**src/rtl/alu_seq_if.sv**
```systemverilog
`default_nettype none
// ============================================================================
// alu_seq_if : operand/result handshake bundle between decode and alu_seq.
// Rev 1.0
// ============================================================================
interface alu_seq_if #(
    parameter int WIDTH = 8
) ();
    logic             in_valid;
    logic             in_ready;
    logic [2:0]       mode;
    logic [WIDTH-1:0] in1;
    logic [WIDTH-1:0] in2;
    logic             out_valid;
    logic             out_ready;
    logic [WIDTH-1:0] out;
    logic [WIDTH-1:0] out_hi;
    logic             flag_zero;
    logic             flag_carry;
    logic             flag_err;

    modport master (
        output in_valid, mode, in1, in2, out_ready,
        input  in_ready, out_valid, out, out_hi, flag_zero, flag_carry, flag_err
    );

    modport slave (
        input  in_valid, mode, in1, in2, out_ready,
        output in_ready, out_valid, out, out_hi, flag_zero, flag_carry, flag_err
    );
endinterface
`default_nettype wire

```
**src/rtl/alu_seq.sv**
```systemverilog
`default_nettype none
// ============================================================================
// alu_seq : clocked ALU, valid/ready in and out, registered result and flags.
//           Macro ALU_MUL_EN adds a WIDTH-cycle shift-add multiplier on mode 110.
// Rev 1.0
// ============================================================================
module alu_seq #(
    parameter int WIDTH = 8
) (
    input  logic     clk,
    input  logic     reset_n,
    alu_seq_if.slave bus
);
    localparam int CNT_W = $clog2(WIDTH) + 1;

    localparam logic [1:0] C_IDLE = 2'd0;
    localparam logic [1:0] C_DONE = 2'd2;

    localparam logic [2:0] C_ADD = 3'd0;
    localparam logic [2:0] C_SUB = 3'd1;
    localparam logic [2:0] C_CMP = 3'd2;
    localparam logic [2:0] C_AND = 3'd3;
    localparam logic [2:0] C_OR  = 3'd4;
    localparam logic [2:0] C_XOR = 3'd5;

`ifdef ALU_MUL_EN
    localparam logic [1:0]       C_BUSY = 2'd1;
    localparam logic [2:0]       C_MUL  = 3'd6;
    localparam logic [CNT_W-1:0] C_LAST = CNT_W'(WIDTH - 1);
`endif

    logic [1:0]       state_q, state_d;
    logic [WIDTH-1:0] res_q, res_d;
    logic             zero_q, zero_d;
    logic             carry_q, carry_d;
    logic             err_q, err_d;

    logic             w_accept;
    logic             w_load_single;
    logic [WIDTH:0]   w_sum;
    logic [WIDTH:0]   w_diff;
    logic [WIDTH-1:0] w_res;
    logic             w_zero;
    logic             w_carry;
    logic             w_err;

    assign w_accept = bus.in_valid & (state_q == C_IDLE);
    assign w_sum    = {1'b0, bus.in1} + {1'b0, bus.in2};
    assign w_diff   = {1'b0, bus.in2} - {1'b0, bus.in1};

`ifdef ALU_MUL_EN
    logic [2*WIDTH-1:0] prod_q;
    logic [WIDTH-1:0]   mcand_q;
    logic [CNT_W-1:0]   cnt_q;
    logic [WIDTH-1:0]   hi_q, hi_d;
    logic [WIDTH-1:0]   w_addend;
    logic [WIDTH:0]     w_upper;
    logic [2*WIDTH-1:0] w_prod_step;
    logic               w_last;

    // Product register starts as {0, multiplier}; each step adds the
    // multiplicand into the upper half when the LSB is set, then shifts right.
    assign w_addend      = prod_q[0] ? mcand_q : '0;
    assign w_upper       = {1'b0, prod_q[2*WIDTH-1:WIDTH]} + {1'b0, w_addend};
    assign w_prod_step   = {w_upper, prod_q[WIDTH-1:1]};
    assign w_last        = (state_q == C_BUSY) && (cnt_q == C_LAST);
    assign w_load_single = w_accept & (bus.mode != C_MUL);

    always_ff @(posedge clk or negedge reset_n) begin
        if (!reset_n) begin
            prod_q  <= '0;
            mcand_q <= '0;
            cnt_q   <= '0;
            hi_q    <= '0;
        end else begin
            hi_q <= hi_d;
            if (w_accept) begin
                prod_q  <= {{WIDTH{1'b0}}, bus.in2};
                mcand_q <= bus.in1;
                cnt_q   <= '0;
            end else if (state_q == C_BUSY) begin
                prod_q  <= w_prod_step;
                cnt_q   <= cnt_q + CNT_W'(1);
            end
        end
    end

    assign bus.out_hi = hi_q;
`else
    assign w_load_single = w_accept;
    assign bus.out_hi    = '0;
`endif

    // Mode 110 lands in the default arm; with the multiplier enabled it is
    // never loaded from here because accept routes it to BUSY instead.
    always_comb begin
        w_res   = '0;
        w_zero  = 1'b0;
        w_carry = 1'b0;
        w_err   = 1'b0;
        case (bus.mode)
            C_ADD: begin
                w_res   = w_sum[WIDTH-1:0];
                w_carry = w_sum[WIDTH];
            end
            C_SUB: begin
                w_res   = w_diff[WIDTH-1:0];
                w_carry = w_diff[WIDTH];
            end
            C_CMP: begin
                w_zero  = (bus.in1 == bus.in2);
                w_carry = (bus.in1 < bus.in2);
            end
            C_AND:   w_res = bus.in1 & bus.in2;
            C_OR:    w_res = bus.in1 | bus.in2;
            C_XOR:   w_res = bus.in1 ^ bus.in2;
            default: w_err = 1'b1;
        endcase
        if (!w_err && (bus.mode != C_CMP)) begin
            w_zero = (w_res == '0);
        end
    end

    always_comb begin
        res_d   = res_q;
        zero_d  = zero_q;
        carry_d = carry_q;
        err_d   = err_q;
`ifdef ALU_MUL_EN
        hi_d    = hi_q;
`endif
        if (w_load_single) begin
            res_d   = w_res;
            zero_d  = w_zero;
            carry_d = w_carry;
            err_d   = w_err;
`ifdef ALU_MUL_EN
            hi_d    = '0;
        end else if (w_last) begin
            res_d   = w_prod_step[WIDTH-1:0];
            hi_d    = w_prod_step[2*WIDTH-1:WIDTH];
            zero_d  = (w_prod_step == '0);
            carry_d = |w_prod_step[2*WIDTH-1:WIDTH];
            err_d   = 1'b0;
`endif
        end
    end

    always_ff @(posedge clk or negedge reset_n) begin
        if (!reset_n) begin
            res_q   <= '0;
            zero_q  <= 1'b0;
            carry_q <= 1'b0;
            err_q   <= 1'b0;
        end else begin
            res_q   <= res_d;
            zero_q  <= zero_d;
            carry_q <= carry_d;
            err_q   <= err_d;
        end
    end

    always_ff @(posedge clk or negedge reset_n) begin
        if (!reset_n) begin
            state_q <= C_IDLE;
        end else begin
            state_q <= state_d;
        end
    end

    always_comb begin
        state_d = state_q;
        case (state_q)
            C_IDLE: begin
                if (bus.in_valid) begin
`ifdef ALU_MUL_EN
                    state_d = (bus.mode == C_MUL) ? C_BUSY : C_DONE;
`else
                    state_d = C_DONE;
`endif
                end
            end
`ifdef ALU_MUL_EN
            C_BUSY: begin
                if (cnt_q == C_LAST) begin
                    state_d = C_DONE;
                end
            end
`endif
            C_DONE: begin
                if (bus.out_ready) begin
                    state_d = C_IDLE;
                end
            end
            default: state_d = C_IDLE;
        endcase
    end

    always_comb begin
        bus.in_ready  = (state_q == C_IDLE);
        bus.out_valid = (state_q == C_DONE);
    end

    assign bus.out        = res_q;
    assign bus.flag_zero  = zero_q;
    assign bus.flag_carry = carry_q;
    assign bus.flag_err   = err_q;

endmodule
`default_nettype wire
```
**src/flat_wrapper.sv**
```systemverilog
// flat-port wrapper written by rule: the top's interface ports become plain ports
module alu_seq_flat 
#(
    parameter int WIDTH = 8
)
  (clk, reset_n, bus_in_valid, bus_mode, bus_in1, bus_in2, bus_out_ready, bus_in_ready, bus_out_valid, bus_out, bus_out_hi, bus_flag_zero, bus_flag_carry, bus_flag_err);
  alu_seq_if #(.WIDTH(WIDTH)) bus_i ();
  input  logic clk;
  input  logic reset_n;
  input wire logic [$bits(bus_i.in_valid)-1:0] bus_in_valid;
  input wire logic [$bits(bus_i.mode)-1:0] bus_mode;
  input wire logic [$bits(bus_i.in1)-1:0] bus_in1;
  input wire logic [$bits(bus_i.in2)-1:0] bus_in2;
  input wire logic [$bits(bus_i.out_ready)-1:0] bus_out_ready;
  output wire logic [$bits(bus_i.in_ready)-1:0] bus_in_ready;
  output wire logic [$bits(bus_i.out_valid)-1:0] bus_out_valid;
  output wire logic [$bits(bus_i.out)-1:0] bus_out;
  output wire logic [$bits(bus_i.out_hi)-1:0] bus_out_hi;
  output wire logic [$bits(bus_i.flag_zero)-1:0] bus_flag_zero;
  output wire logic [$bits(bus_i.flag_carry)-1:0] bus_flag_carry;
  output wire logic [$bits(bus_i.flag_err)-1:0] bus_flag_err;
  assign bus_i.in_valid = bus_in_valid;
  assign bus_i.mode = bus_mode;
  assign bus_i.in1 = bus_in1;
  assign bus_i.in2 = bus_in2;
  assign bus_i.out_ready = bus_out_ready;
  assign bus_in_ready = bus_i.in_ready;
  assign bus_out_valid = bus_i.out_valid;
  assign bus_out = bus_i.out;
  assign bus_out_hi = bus_i.out_hi;
  assign bus_flag_zero = bus_i.flag_zero;
  assign bus_flag_carry = bus_i.flag_carry;
  assign bus_flag_err = bus_i.flag_err;
  alu_seq #(.WIDTH(WIDTH)) u_core (.clk(clk), .reset_n(reset_n), .bus(bus_i));
endmodule
```
**config.mk**
```make
export PLATFORM = sky130hd
export DESIGN_NAME = alu_seq_flat
export DESIGN_NICKNAME = d
export VERILOG_FILES = /design/src/rtl/alu_seq_if.sv /design/src/rtl/alu_seq.sv /design/src/flat_wrapper.sv
export SDC_FILE = /design/constraint.sdc
export NUM_CORES = 1
export LEC_CHECK = 0
export BUFFER_PORTS_ARGS = -buffer_cell sky130_fd_sc_hd__buf_2
export CAP_MARGIN = 20
export CORE_UTILIZATION = 54
export DETAILED_ROUTE_END_ITERATION = 16
export PLACE_DENSITY_LB_ADDON = 0.1
export SLEW_MARGIN = 20
export SYNTH_ARGS = -nofsm -noshare
export SYNTH_HDL_FRONTEND = slang
export SYNTH_SLANG_ARGS = --single-unit
```
**constraint.sdc**
```tcl
create_clock -name clk -period 1.5 [get_ports clk]
set_input_delay 0.075 -clock clk [delete_from_list [all_inputs] [get_ports clk]]
set_output_delay 0.075 -clock clk [all_outputs]
set_load 0.05 [all_outputs]
```
==> results of run 1 <==
## final timing paths
path / startpoint / end / cells after the start
min: reset_n / u_core.bus.out[0] / 2
max in group asynchronous: reset_n / u_core.state_q[1] / 2
min reg2reg: u_core.bus.out[4] / u_core.bus.out[4] / 2
min in group clk: bus_in_valid / u_core.bus.flag_zero / 4
max reg2reg: u_core.state_q[1] / u_core.bus.flag_zero / 6
max: bus_in1[1] / u_core.bus.flag_zero / 10
## cells in the mapped netlist (3+ instances only)
| master | number |
|---|---|
| ha_1 | 24 |
| inv_1 | 24 |
| nor2_1 | 15 |
| nand2_1 | 13 |
| dfrtp_1 | 12 |
| o21ai_0 | 12 |
| a21oi_1 | 11 |
| buf_4 | 9 |
| nand2b_1 | 9 |
| clkbuf_1 | 7 |
| nor2b_1 | 5 |
| nor3_1 | 5 |
| a221o_1 | 4 |
| a211oi_1 | 3 |
| buf_2 | 3 |
| mux2i_1 | 3 |
| nand3_1 | 3 |
| o21a_1 | 3 |
| o221ai_1 | 3 |
| o31ai_1 | 3 |
| xnor2_1 | 3 |
## layout make-up
type,count,area [um^2]
Multi-Input combinational cell,168,1500
Inverter,24,115.1
Timing Repair Buffer,113,833.3
Tap cell,44,55.05
Fill cell,116,211.5
Sequential cell,12,301.5
Clock buffer,4,36.28
## routing by layer
layer  global-route usage [%]  part of all wire [%]  vias up
li1                         -                     -      969
met1                    41.78                    34     1043
met2                    68.97                    48      242
met3                    6.154                   9.8       72
met4                    22.45                   8.2        0
met5                        0                     0        -
## sequential cells by signal (all words and copies together), names as in the netlist
signal / cells
u_core.bus.flag_carry: 1
u_core.bus.flag_err: 1
u_core.bus.flag_zero: 1
u_core.bus.out: 8
u_core.state_q: 1
## power by group through the flow
| stage | combinational [mW] | clock [mW] | sequential, mW |
|---|---|---|---|
| 5_1_grt | 1.37 | 0.269 | 0.423 |
| 3_3_place_gp | 1.04 | 0 | 0.416 |
| 4_1_cts | 1.17 | 0.251 | 0.413 |
| 2_1_floorplan | 0.516 | 0 | 0.626 |
| 6_report | 1.31 | 0.252 | 0.417 |
| 3_5_place_dp | 1.06 | 0 | 0.419 |
## stage by stage
step	TNS (ns)	power, mW	cells	setup slack, ns	area [um^2]
finish	-2.742	1.977	365	-0.6710	2841
global route	-3.639	2.065	365	-0.8711	2841
CTS	-1.754	1.834	361	-0.4416	2766
detailed placement	-5.021	1.483	346	-0.8087	2496
global placement	-4.740	1.457	346	-0.7609	2496
floorplan	-1.670	1.142	223	-0.5385	1913
## worst max-delay path, cell delays in order
cell and delay [ns]:
buf_8 0.08, clkinvlp_4 0.12, ha_4 0.30, a211oi_4 0.25, nor2_1 0.11, a221o_1 0.35, a221o_1 0.38, a211oi_2 0.24
nand4b_1 0.18, o31ai_1 0.26
## timing repair
action / CTS / global route
setup buffers: 12 / 6
pin swaps: 24 / 13
gates resized for setup: 36 / 13
setup endpoints to repair: 9 / 9
hold buffers: 2 / 0
endpoints found under the hold margin: 13 / 0
## cells by family after synthesis
group	count (synthesis)	synth area share (%)
AO/OA/AOI/OAI	60	25.07
buffers and inverters	43	11.49
adder cells (fa/ha/maj)	26	19.65
multiplexers	6	4.335
other	1	0.2166
XOR/XNOR	3	1.518
AND/OR/NAND/NOR	65	20.37
flip-flops	12	17.34
==> summary.txt, run 1 <==
Logic synthesis
  • Synth top area cells: dfrtp_1, ha_1, inv_1
  • Area leader, netlist: dfrtp_1
  • Area share of the largest cell type after synthesis: 17.34%
  • Async SR Flop Fraction: 100.0%
  • Cell Area, Synth: 1732 um^2
  • Gate Count Post-Synth: 216
  • Synth Flop Type: dfrtp_1
  • Distinct cells, synth: 53
  • Avg Cell Area, Syn: 8.017 um^2
  • Yosys warns: 0
  • Yosys reg bits: 12
  • Sequential element share of the synthesized area: 17.34%
  • Number of synthesized flops with an enable pin: 0

GRT
  • Tot GR Track Use: 38.10%
  • Initial antenna violation count: 0
  • Vias in the first global route: 2080
  • Grt ovf: 0
  • Largest net degree at the start of global routing: 17
  • First-pass GRT wire length: 9846 um

Route
  • DRC errors left: 0
  • Drt wl/cell: 20.45 um
  • Vias/cell: 6.373
  • Post-Route WL: around 7500 um
  • DR iter-0 viols: 275
  • Vias: around 2.3k
  • Antenna viol nets, final: 0
  • Drt first pass iters: 6

STA
  • Final setup vio count: 8
  • RSZ-0062 raised after global routing: true
  • Final hold vios: 0
  • Crit path time final: 2.171 ns
  • Final setup margin: -0.6710 ns
  • Post-Route Skew: roughly 0.00031 ns
  • Least-Margin Pin Slew: 0.4960 ns
  • Slew headroom: between 60% and 70%
  • Fin crit share: 144.7%
  • Peak Freq: 0.4606 GHz
  • Fin. max-slew vios: 0
  • Hold_ws: between 0.15 and 0.2 ns

Worst hold path
  • Worst min path class: in2async

Placement
  • RePlAce Congestion: 0.9551
  • PortBufs: 35
  • Hpwl dp: 3855 um

Pwr
  • Clk pwr share: 12.8%
  • P_sw: 924.2 uW
  • Peak VDD IR: ~0.33 mV
  • Comb pwr share: 66.1%
  • P_leak: 1.382 nW
  • Internal power: 1.053 mW
  • Sw Ratio: 46.74%
  • PwrDens: ~700 nW/um^2
  • Share of power burned in registers: a little over a fifth

Clocking
  • CTS root buffer: clkbuf_4
  • Clk buf depth: 2
  • Total clock sinks: 12
  • H-tree depth: 1
  • Clk Latency, worst-skew pair: approximately 0.27 ns
  • Num CTS Buffers: 3
  • CTS clock-pin slew for the worst setup and hold paths: 0.07 ns
  • CTS tree: done

Worst setup path
  • CP max FO: 4
  • Startpoint types: input pin
  • Crit Path Class: in2reg
  • Crit end category: flip-flop
  • R2R Setup Slk: 0 ns
  • Crit path required time: around 1.7 ns
  • Arr. time, crit path: roughly 2.4 ns

Floorplanning
  • Core area: 3053 um^2
  • Die Span X: 58.63 um
  • Initial Util: between 50 and 60%
  • Die Span Y: 58.63 um
  • Top-level I/O count: 44
  • Full die area: about 3400 um^2
  • # rows: 20

Finish
  • Commonest non-fill, non-tap cell in the layout: buf_4
  • Most frequent cells in the layout: buf_4, buf_2, ha_1
  • # diodes: 0
  • Final core utilization: 93.07%
  • Area Growth Syn to Fin: 64.09%
  • Layout cells sized above 1: 51.71%
  • Final Net Count: 371

Outcome
  • Failing checks: setup timing
  • Status: complete, but fails checks

Flow run
  • # Max-Cap Violations: 0
(Power assumes the default switching activity.)
==> inputs of run 2 (changes only) <==
Settings changed: PLACE_DENSITY from default to 0.81, PLACE_DENSITY_LB_ADDON 0.1 to default.
==> run 2 against run 1 <==
Net effect: the run still ends with setup timing left; critical endpoint is now u_core.bus.out[6]; flip-flop and latch count unchanged; clock skew rose by 0.0094 ns; via count grew 0.43%; count of clock-buffer cells in the layout stayed put; sequential power rose by 2%.
==> summary.txt, run 2 (synthesis gave the netlist of run 1 again) <==
Placement
  • Hpwl dp: 4104 um (+6.5%)
  • PortBufs: 35 (unchanged)
  • RePlAce Congestion: 0.9856 (+3.2%)
  • DP Cell Count: 350 (+1.2%)

Route
  • Antenna viol nets, final: 0 (unchanged)
  • Vias: 2336 (+0.43%)
  • Post-Route WL: 7804 um (+4.6%)
  • Drt wl/cell: 21.56 um (+5.4%)
  • DR iter-0 viols: 288 (+4.7%)
  • DRC errors left: 0 (unchanged)
  • Drt first pass iters: 6 (unchanged)
  • Vias/cell: 6.453 (+1.3%)

Finish
  • Max FFs per register: 8 (unchanged)
  • Commonest non-fill, non-tap cell in the layout: buf_4
  • Area of the multi-input gates: 1525 um^2 (+1.7%)
  • Final Net Count: 368 (-0.81%)
  • Most frequent cells in the layout: buf_4, buf_2, ha_1
  • Filler cells: 115 (-0.86%)
  • Non-Filler Instances: 362 (-0.82%)
  • # diodes: 0 (unchanged)
  • Register Area: 301.5 um^2 (unchanged)
  • Layout cells sized above 1: 52.20% (+0.49 points)
  • Area Growth Syn to Fin: 63.58%

Clocking
  • Clk buf depth: 2 (unchanged)
  • H-tree depth: 1 (unchanged)
  • CTS root buffer: clkbuf_4
  • Clk Latency, worst-skew pair: 0.30 ns (+0.03 ns)
  • CTS tree: done
  • CTS clock-pin slew for the worst setup and hold paths: 0.09 ns (+0.02 ns)
  • Total clock sinks: 12 (unchanged)
  • Num CTS Buffers: 3 (unchanged)

Pwr
  • Clk pwr share: 11.9% (-0.9 points)
  • Sw Ratio: 49.21% (+2.5 points)
  • Comb pwr share: 66.6% (+0.5 points)
  • Peak VDD IR: 0.2847 mV (-13%)
  • P_sw: 978.5 uW (+5.9%)
  • Share of power burned in registers: 21.4% (+0.3 points)
  • Internal power: 1.010 mW (-4.1%)
  • PwrDens: 702.0 nW/um^2 (+0.89%)
  • P_leak: 1.368 nW (-0.96%)

GRT
  • Largest net degree at the start of global routing: 17 (unchanged)
  • First-pass GRT wire length: 9501 um (-3.5%)
  • Vias in the first global route: 2101 (+1.0%)
  • Initial antenna violation count: 0 (unchanged)
  • Tot GR Track Use: 36.57% (-1.5 points)
  • Grt ovf: 0 (unchanged)

STA
  • RSZ-0062 raised after global routing: true
  • Post-Route Skew: 0.009727 ns (+0.009414 ns)
  • Sum of negative setup slack: -2.722 ns (+0.01950 ns)
  • Fin crit share: 139.4% (-5.4 points)
  • Least-Margin Pin Slew: 0.7303 ns (+0.2344 ns)
  • Crit path time final: 2.091 ns (-0.08031 ns)
  • Final setup margin: -0.5906 ns (+0.08031 ns)
  • Final hold vios: 0 (unchanged)
  • Slew headroom: 50.90% (-16 points)
  • Final setup vio count: 9 (+1)
  • Peak Freq: 0.4783 GHz (+3.8%)
  • Fin. max-slew vios: 0 (unchanged)

Worst setup path
  • Startpoint types: input pin
  • Crit end category: flip-flop
  • CP max FO: 4 (unchanged)
  • Arr. time, crit path: 2.27 ns (-0.08 ns)
  • Crit path required time: 1.68 ns (about the same)
  • Crit Path Class: in2reg

Outcome
  • Status: complete, but fails checks
  • Failing checks: setup timing

Worst hold path
  • Worst min path class: in2async

Floorplanning
  • Core area: 3053 um^2 (unchanged)
  • Die Span X: 58.63 um (unchanged)
  • Top-level I/O count: 44 (unchanged)
  • Initial Util: 56.72% (unchanged)
  • Die Span Y: 58.63 um (unchanged)
  • # rows: 20 (unchanged)
  • Full die area: 3437 um^2 (unchanged)

Flow run
  • # Max-Cap Violations: 0 (unchanged)
[run 2: changes by cell type in the layout (fill, tap and decap cells not counted), moves of 2 or more]
cell	change
buf_4	-4
a21oi_2	-2
ha_1	-2
ha_2	+2
nor2_1	-2
nor2_2	+2
[run 2: worst max-delay path: stages]
cell,delay [ns]
buf_8,0.08
clkinvlp_4,0.18
fa_2,0.42
nor3b_4,0.18
nor3_1,0.22
o21a_1,0.19
o211ai_2,0.10
xnor2_1,0.16
a221o_1,0.37
mux2_2,0.28
[run 2: power by group through the flow]
| stage | combinational [mW] | clock [mW] | sequential, mW |
|---|---|---|---|
| floorplan | 0.516 | 0 | 0.626 |
| global placement | 1.05 | 0 | 0.414 |
| detailed placement | 1.08 | 0 | 0.418 |
| CTS | 1.16 | 0.226 | 0.412 |
| global route | 1.38 | 0.249 | 0.428 |
| finish | 1.33 | 0.237 | 0.426 |
[run 2: final timing paths]
check                                   from                   end  slack [ns]  cells after the start
max                               bus_in1[1]     u_core.bus.out[6]       -0.59                     10
min                                  reset_n     u_core.bus.out[1]        0.17                      2
max reg2reg                u_core.state_q[1]  u_core.bus.flag_zero       -0.05                      6
min reg2reg                u_core.bus.out[2]     u_core.bus.out[2]        0.49                      2
max in group asynchronous            reset_n     u_core.state_q[1]        1.10                      2
min in group clk                bus_in_valid  u_core.bus.flag_zero        0.27                      4
[run 2: stage by stage]
step | cell area (um^2) | util [%] | worst slack, ns | total power, mW | hold slack (ns)
3_5_place_dp | 2526 | 82.75 | -0.8326 | 1.501 | -0.04787
4_1_cts | 2731 | 89.47 | -0.4612 | 1.802 | 0.1687
6_report | 2833 | 92.79 | -0.5906 | 1.989 | 0.1724
3_3_place_gp | 2526 | 82.75 | -0.7659 | 1.465 | -0.04835
2_1_floorplan | 1913 | - | -0.5385 | 1.142 | -0.2206
5_1_grt | 2833 | 92.79 | -0.6258 | 2.057 | 0.1728
[run 2: repair_timing]
action | 4_1_cts | 5_1_grt
setup endpoints to repair | 9 | 9
hold buffers | 2 | 0
buffers inserted | 4 | 6
pin swaps | 18 | 19
cloned | 0 | 0
gates resized for setup | 31 | 22
hold endpoints to repair | 13 | 0
[run 2: layer usage]
layer,track usage [%],vias to the layer above,wire length [um]
li1,-,961,-
met1,38.29,1039,2477
met2,64.20,239,3623
met3,8.571,97,928
met4,26.19,0,774
met5,0,-,0
[run 2: final cells by class]
cell class,instances,area share [%]
Multi-Input combinational cell,168,53.84
Tap cell,44,1.943
Timing Repair Buffer,110,28.67
Clock buffer,4,0.9276
Inverter,24,3.975
Sequential cell,12,10.64
